==> src/rtl/alu_issue.sv <==
// alu_issue: buffers 24-bit ALU instructions in a small FIFO and issues at most
// one per cycle to the downstream ALU pipeline. Illegal opcodes (func 12..15)
// are dropped at the head and counted in a saturating counter.
// Optional feature macro: ALU_ISSUE_HAZARD_CHECK_EN -- when defined, a two-slot
// scoreboard of recently issued destinations holds back a head instruction
// whose sources match, inserting stall bubbles until the hazard clears.
module alu_issue #(
    parameter int FIFO_DEPTH = 4,
    parameter int CNT_W      = 8
) (
    input  logic                          clk,
    input  logic                          rst_n,
    input  logic                          in_valid,
    input  logic [23:0]                   in_instr,
    output logic                          in_ready,
    input  logic                          flush,
    output logic [3:0]                    func,
    output logic [3:0]                    rd,
    output logic [3:0]                    rs1,
    output logic [3:0]                    rs2,
    output logic [7:0]                    addr,
    output logic                          issue_valid,
    output logic                          stall,
    output logic [$clog2(FIFO_DEPTH):0]   fifo_count,
    output logic [CNT_W-1:0]              illegal_cnt
);

    localparam int PTR_W = $clog2(FIFO_DEPTH);
    localparam int OCC_W = PTR_W + 1;
    localparam logic [OCC_W-1:0] DEPTH_C = OCC_W'(FIFO_DEPTH);

    logic [23:0]      mem [FIFO_DEPTH];
    logic [PTR_W-1:0] wr_ptr;
    logic [PTR_W-1:0] rd_ptr;

    logic [23:0] head;
    logic        head_vld;
    logic        head_legal;
    logic        hazard;
    logic        push;
    logic        pop;
    logic        issue_now;

    assign head       = mem[rd_ptr];
    assign head_vld   = (fifo_count != '0);
    assign head_legal = (head[23:20] < 4'd12);

    assign in_ready  = (fifo_count < DEPTH_C) && !flush;
    assign push      = in_valid && in_ready;
    // Illegal heads always leave; legal heads leave only when hazard-free.
    assign pop       = head_vld && !flush && (!head_legal || !hazard);
    assign issue_now = head_vld && !flush && head_legal && !hazard;

`ifdef ALU_ISSUE_HAZARD_CHECK_EN
    logic       sb_vld_s0;
    logic       sb_vld_s1;
    logic [3:0] sb_rd_s0;
    logic [3:0] sb_rd_s1;

    // A source of the head matching any live recent destination is a hazard.
    always_comb begin
        hazard = 1'b0;
        if (head_vld && head_legal) begin
            if (sb_vld_s0 && ((head[15:12] == sb_rd_s0) || (head[11:8] == sb_rd_s0)))
                hazard = 1'b1;
            if (sb_vld_s1 && ((head[15:12] == sb_rd_s1) || (head[11:8] == sb_rd_s1)))
                hazard = 1'b1;
        end
    end

    // Shift the last two issue slots; bubbles, drops and idle cycles record invalid.
    always_ff @(posedge clk or negedge rst_n) begin
        if (!rst_n) begin
            sb_vld_s0 <= 1'b0;
            sb_vld_s1 <= 1'b0;
            sb_rd_s0  <= '0;
            sb_rd_s1  <= '0;
        end else if (flush) begin
            sb_vld_s0 <= 1'b0;
            sb_vld_s1 <= 1'b0;
        end else begin
            sb_vld_s1 <= sb_vld_s0;
            sb_rd_s1  <= sb_rd_s0;
            sb_vld_s0 <= issue_now;
            sb_rd_s0  <= head[19:16];
        end
    end
`else
    assign hazard = 1'b0;
`endif

    // Instruction storage; contents are don't-care until written, so no reset.
    always_ff @(posedge clk) begin
        if (push)
            mem[wr_ptr] <= in_instr;
    end

    // FIFO pointers and occupancy; pointers wrap naturally at the power-of-two depth.
    always_ff @(posedge clk or negedge rst_n) begin
        if (!rst_n) begin
            wr_ptr     <= '0;
            rd_ptr     <= '0;
            fifo_count <= '0;
        end else if (flush) begin
            wr_ptr     <= '0;
            rd_ptr     <= '0;
            fifo_count <= '0;
        end else begin
            if (push)
                wr_ptr <= wr_ptr + PTR_W'(1);
            if (pop)
                rd_ptr <= rd_ptr + PTR_W'(1);
            case ({push, pop})
                2'b10:   fifo_count <= fifo_count + OCC_W'(1);
                2'b01:   fifo_count <= fifo_count - OCC_W'(1);
                default: fifo_count <= fifo_count;
            endcase
        end
    end

    // Issue register: real instruction, hazard bubble, drop or idle each cycle.
    always_ff @(posedge clk or negedge rst_n) begin
        if (!rst_n) begin
            issue_valid <= 1'b0;
            stall       <= 1'b0;
            func        <= '0;
            rd          <= '0;
            rs1         <= '0;
            rs2         <= '0;
            addr        <= '0;
            illegal_cnt <= '0;
        end else if (flush) begin
            issue_valid <= 1'b0;
            stall       <= 1'b0;
        end else if (!head_vld) begin
            issue_valid <= 1'b0;
            stall       <= 1'b0;
        end else if (!head_legal) begin
            issue_valid <= 1'b0;
            stall       <= 1'b0;
            if (illegal_cnt != {CNT_W{1'b1}})
                illegal_cnt <= illegal_cnt + CNT_W'(1);
        end else if (hazard) begin
            issue_valid <= 1'b0;
            stall       <= 1'b1;
            func        <= '0;
        end else begin
            issue_valid <= 1'b1;
            stall       <= 1'b0;
            func        <= head[23:20];
            rd          <= head[19:16];
            rs1         <= head[15:12];
            rs2         <= head[11:8];
            addr        <= head[7:0];
        end
    end

endmodule

==> config.mk <==
export PLATFORM = sky130hd
export DESIGN_NAME = alu_issue
export DESIGN_NICKNAME = d
export VERILOG_FILES = /design/src/rtl/alu_issue.sv
export SDC_FILE = /design/constraint.sdc
export NUM_CORES = 1
export LEC_CHECK = 0
export CORE_UTILIZATION = 54
export CTS_BUF_LIST = sky130_fd_sc_hd__clkbuf_2 sky130_fd_sc_hd__clkbuf_4 sky130_fd_sc_hd__clkbuf_8
export CTS_CLUSTER_SIZE = 24
export DETAILED_ROUTE_END_ITERATION = 8
export HOLD_SLACK_MARGIN = 0.05
export PLACE_DENSITY = 0.79
export SYNTH_ARGS = -nofsm -noshare
export SYNTH_HDL_FRONTEND = slang
export SYNTH_SLANG_ARGS = --single-unit
==> constraint.sdc <==
create_clock -name clk -period 2.3 [get_ports clk]
set_clock_uncertainty 0.2 [all_clocks]
set_input_delay 0.23 -clock clk [delete_from_list [all_inputs] [get_ports clk]]
set_output_delay 0.23 -clock clk [all_outputs]
set_load 0.05 [all_outputs]
# After elaboration in Yosys (flattened, before gate mapping)
# Memories as Yosys holds them, arrays and structs flattened.
# Index checks and enable logic that the tools add are counted.
# word_totals
reg_bits	40
ramBits	96
input_bits	28
out_inout_bits	38
wordCells	44
n_memories	1
# op_classes
add_sub_neg	5
magnitude_cmp	2
eq_ne	3
mux	11
bitwise_logic	2
reduce_logical	10
# mem_list
name	words	width	read_ports	rd_clocked_by_memory_dff	write_ports	line_no	rtl
mem	4	24	1	0	1	32	logic [23:0] mem [FIFO_DEPTH];
# op_table
cell	n
adder 8 x 1 -> 8 bit (second input constant)	1
2-to-1 mux 2 bit	4
!= test 8 bit (second input constant)	1
case mux 3 bit (2 select lines)	1
nonzero test 3 bit	2
2-to-1 mux 1 bit	5
adder 2 x 1 -> 2 bit (second input constant)	2
< comparator 4 bit (second input constant)	1
AND reduction 4 bit	1
nonzero test 2 bit	2
adder 3 x 1 -> 3 bit (second input constant)	1
logical AND 1 bit	3
< comparator 3 bit (second input constant)	1
2-to-1 mux 3 bit	1
AND reduction 3 bit	1
subtractor 3 x 1 -> 3 bit (second input constant)	1
== test 2 x 1 -> 1 bit (second input constant)	1
== test 2 bit (second input constant)	1
inverter 1 bit	2
zero test 1 bit	1

# Depth between registers and ports, before layout
# logic_depth
word_depth	6
ltp_mapped	9
depth_no_buf	9

# Least setup slack after synthesis
# OpenSTA, ideal clock, no wires.
# synth_timing
path_type	register -> register
from	register fifo_count[2]
to	memory mem[0][0], enable pin
setup_ps	383
t_arrival_ps	2316
required_ps	1717
setup_slack_ps	-599
stages_incl_launch_ff	4
synth_period_minus_slack_ps	2899
path_cell_list	dfrtp_1 > buf_4 > nor2_1 > and3_1
# synth_between
elab_chain_cells	5
# synth_rtl
element	line_no	rtl
start, declared	24	output logic [$clog2(FIFO_DEPTH):0] fifo_count,
start signal, assigned	114	2'b10: fifo_count <= fifo_count + OCC_W'(1);
start signal, assigned	115	2'b01: fifo_count <= fifo_count - OCC_W'(1);
start signal, assigned	116	default: fifo_count <= fifo_count;
< comparator 3 bit	48	assign in_ready = (fifo_count < DEPTH_C) && !flush;
logical AND 1 bit	48	
via in_ready	15	output logic in_ready,
logical AND 1 bit	49	assign push = in_valid && in_ready;
2-to-1 mux 1 bit	94	if (push)
2-to-1 mux 1 bit (implied by the code)	95	mem[wr_ptr] <= in_instr;
end, declared	32	
# The timed path passes the listed nets, and every way through them passes these cells.

# Worst setup path in the final report
# layout_timing
from	register fifo_count[2]
to	output fifo_count[2]
# No word-level cell between the ends.

==> impl_metrics.ini <==
[status]
status = finished, final reports clean

[placed_design]
port_buffers = 64
gp_congestion = 0.8172
post-dp-hpwl_um = 5575

[setup_path]
crit_chain = clkdlybuf4s50_1
crit_path_end = fifo_count[2]
cp_data_arrival_time_ns = 1.73
path_delay_family = buffers and inverters
path_class = reg -> out
critical_path_cell_count = 1
worstPathRequired_ns = 1.87
reg2reg_to = illegal_cnt[7]
crit_fanout = 11
slowest_delay_ns = 0.84
r2r_setup_slack_ns = 0.18
start_kind = flip-flop
critPathLaunch = fifo_count[2]
slowest_stage = clkdlybuf4s50_1
rr_worst_depth = 4
r2r-start = rd_ptr[0]
crit_path_end_kind = primary output
worstPathBufferInverterCount = 1

[clock_network]
cts_setup_buffers = 0
cts.clk_slew.worst_paths_ns = 0.08
insertion_delay_ns = 0.42
htree_levels = 4
cts_buffers = 17
clk_root_buffer_cell = clkbuf_8
cts-resized-gates = 0
clock_path_buffers = 2
cts_tree = done
holdBufCountCts = 3
cts.sink_count = 136

[final_layout]
final_util_pct = 69.33
final_common_cell = edfxtp_1
final_layout_size_suffix_gt1_share_pct = 28.07
antenna_cells = 0
final_cell_mix = edfxtp_1, clkdlybuf4s50_1, dfrtp_1
fin_nets = 395
area_growth_pct = 25.40

[timing]
period_needed_ns = 2.163
clock.fmax_mhz = 462.4
worst_pin_slew_ns = 0.5006
hold_slack_ns = 0.2294
setup_viol = 0
fin_crit_sh_pct = 94.04
setup-tns-final_ns = 0
final_max_slew_viol_count = 0
rsz0062_at_grt = false
hold_viol_final = 0
slew_headroom_pct = 66.52

[route]
detail_route.iter0.violations = 106
drc = 0
vias = 2742
dr.pass1.iters = 6
vias_per_cell = 5.408
drt_wl_total_um = 9167
post_drt_wl_per_cell_um = 18.08
drtAntennaViolNets = 0

[synth]
syn_area_per_cell_um2 = 19.56
syn_nets = 309
synth_top_area_cell = edfxtp_1
synth_top_area_share_pct = 53.59
yosysWarnings = 0
synth_cell_types = 37
synth-seq-cells = 136
synthCells = 275
synthTopCellsByArea = edfxtp_1, dfrtp_1, mux4_2
seq_area_frac_synth_pct = 72.20
syn-cell-area_mm2 = 0.005379

[die]
io_pins = 66
start_util_pct = 55.29
die_y_um = 101.8
die_area_mm2 = 0.01036
rows = 36
die_x_um = 101.8
core-area_mm2 = 0.009729

[global_route]
grt_use_total_pct = 20.06
grt_first_pass_wirelength_um = 14570
grt_overflow = 0
grt_pass1_vias = 2820
antenna_found_initial = 0
grt_max_degree = 28

[pwr]
total_leakage_power_nw = 2.433
ir_drop_mv = 0.7675
p_total_mw = 8.574
pwr_density_cell_mw_per_mm2 = 1271

[flow_run]
drv_cap = 0

[hold_path]
min_path_type = in -> reg
==> synthesized netlist by cell type <==
cell	n
edfxtp_1	96
dfrtp_1	40
mux4_2	23
mux2_4	19
nor2_1	15
xor2_1	8
nor4_1	6
and3_1	5
ha_1	5
mux2_2	5
nand3_1	5
a21oi_1	4
buf_2	4
inv_1	4
nand2b_1	4
clkbuf_1	3
nand2_1	3
buf_12	2
buf_4	2
nand4_1	2
nor2b_1	2
nor3_1	2
nor3_2	2
a21o_1	1
a21oi_4	1
buf_1	1
buf_6	1
conb_1	1
fa_1	1
mux2i_1	1
mux4_1	1
nor4b_1	1
o21ai_0	1
o21bai_1	1
o22ai_1	1
o31ai_1	1
or2_2	1
==> how the worst min path moves through the flow <==
stage                            to        start  cells past startpoint
after floorplan             addr[0]        rst_n                      0
after global placement        rd[3]        rst_n                      1
after detailed placement    addr[3]        rst_n                      1
after CTS                 mem[1][0]  in_instr[0]                      1
after global routing      mem[0][1]  in_instr[1]                      1
final                     mem[1][0]  in_instr[0]                      1
==> routing by layer <==
| metal | wire length [um] | global-route usage [%] |
|---|---|---|
| met1 | 4036 | 26.70 |
| met2 | 4670 | 31.55 |
| met3 | 298 | 5.245 |
| met4 | 162 | 8.919 |
| met5 | 0 | 0 |
==> state kept, by name (all words and copies together), names as in the netlist <==
signal	flops
issue_valid	1
rd	4
rd_ptr	2
fifo_count	3
mem	96
addr	8
rs1	4
func	4
rs2	4
illegal_cnt	8
wr_ptr	2
==> cell type report <==
| class | count | area (um2) |
|---|---|---|
| multi-input combinational | 122 | 1386 |
| tap | 133 | 166.4 |
| sequential | 136 | 3889 |
| inverter | 4 | 15.01 |
| timing repair buffer | 80 | 835.8 |
| clock buffer | 19 | 249.0 |
| fill | 636 | 2984 |
| clock inverter | 13 | 203.9 |
==> cells by family after synthesis <==
logic type	share of synthesized area [%]
DFF	72.20
muxes	16.66
and+or+nand+nor	4.768
buffers and inverters	2.163
AOI/OAI and AO/OA	1.303
xor gates and xnor gates	1.303
adders and majority gates	1.535
other	0.06972
==> stage by stage <==
step                      cells  setup WS [ns]  area (um2)
after detailed placement    472         0.1156        6262
final                       507         0.1372        6745
after global routing        507        0.05392        6745
after CTS                   507         0.1077        6745
after floorplan             275        0.02057        5390
after global placement      472         0.1849        6262
==> report_power, final <==
part	switching, mW	internal, mW	leakage (nW)	total [mW]
clock	0.887	1.31	0.222	2.20
sequential	0.280	3.01	1.35	3.29
combinational	1.75	1.35	0.858	3.09
Power figures use the tool's default switching activity.
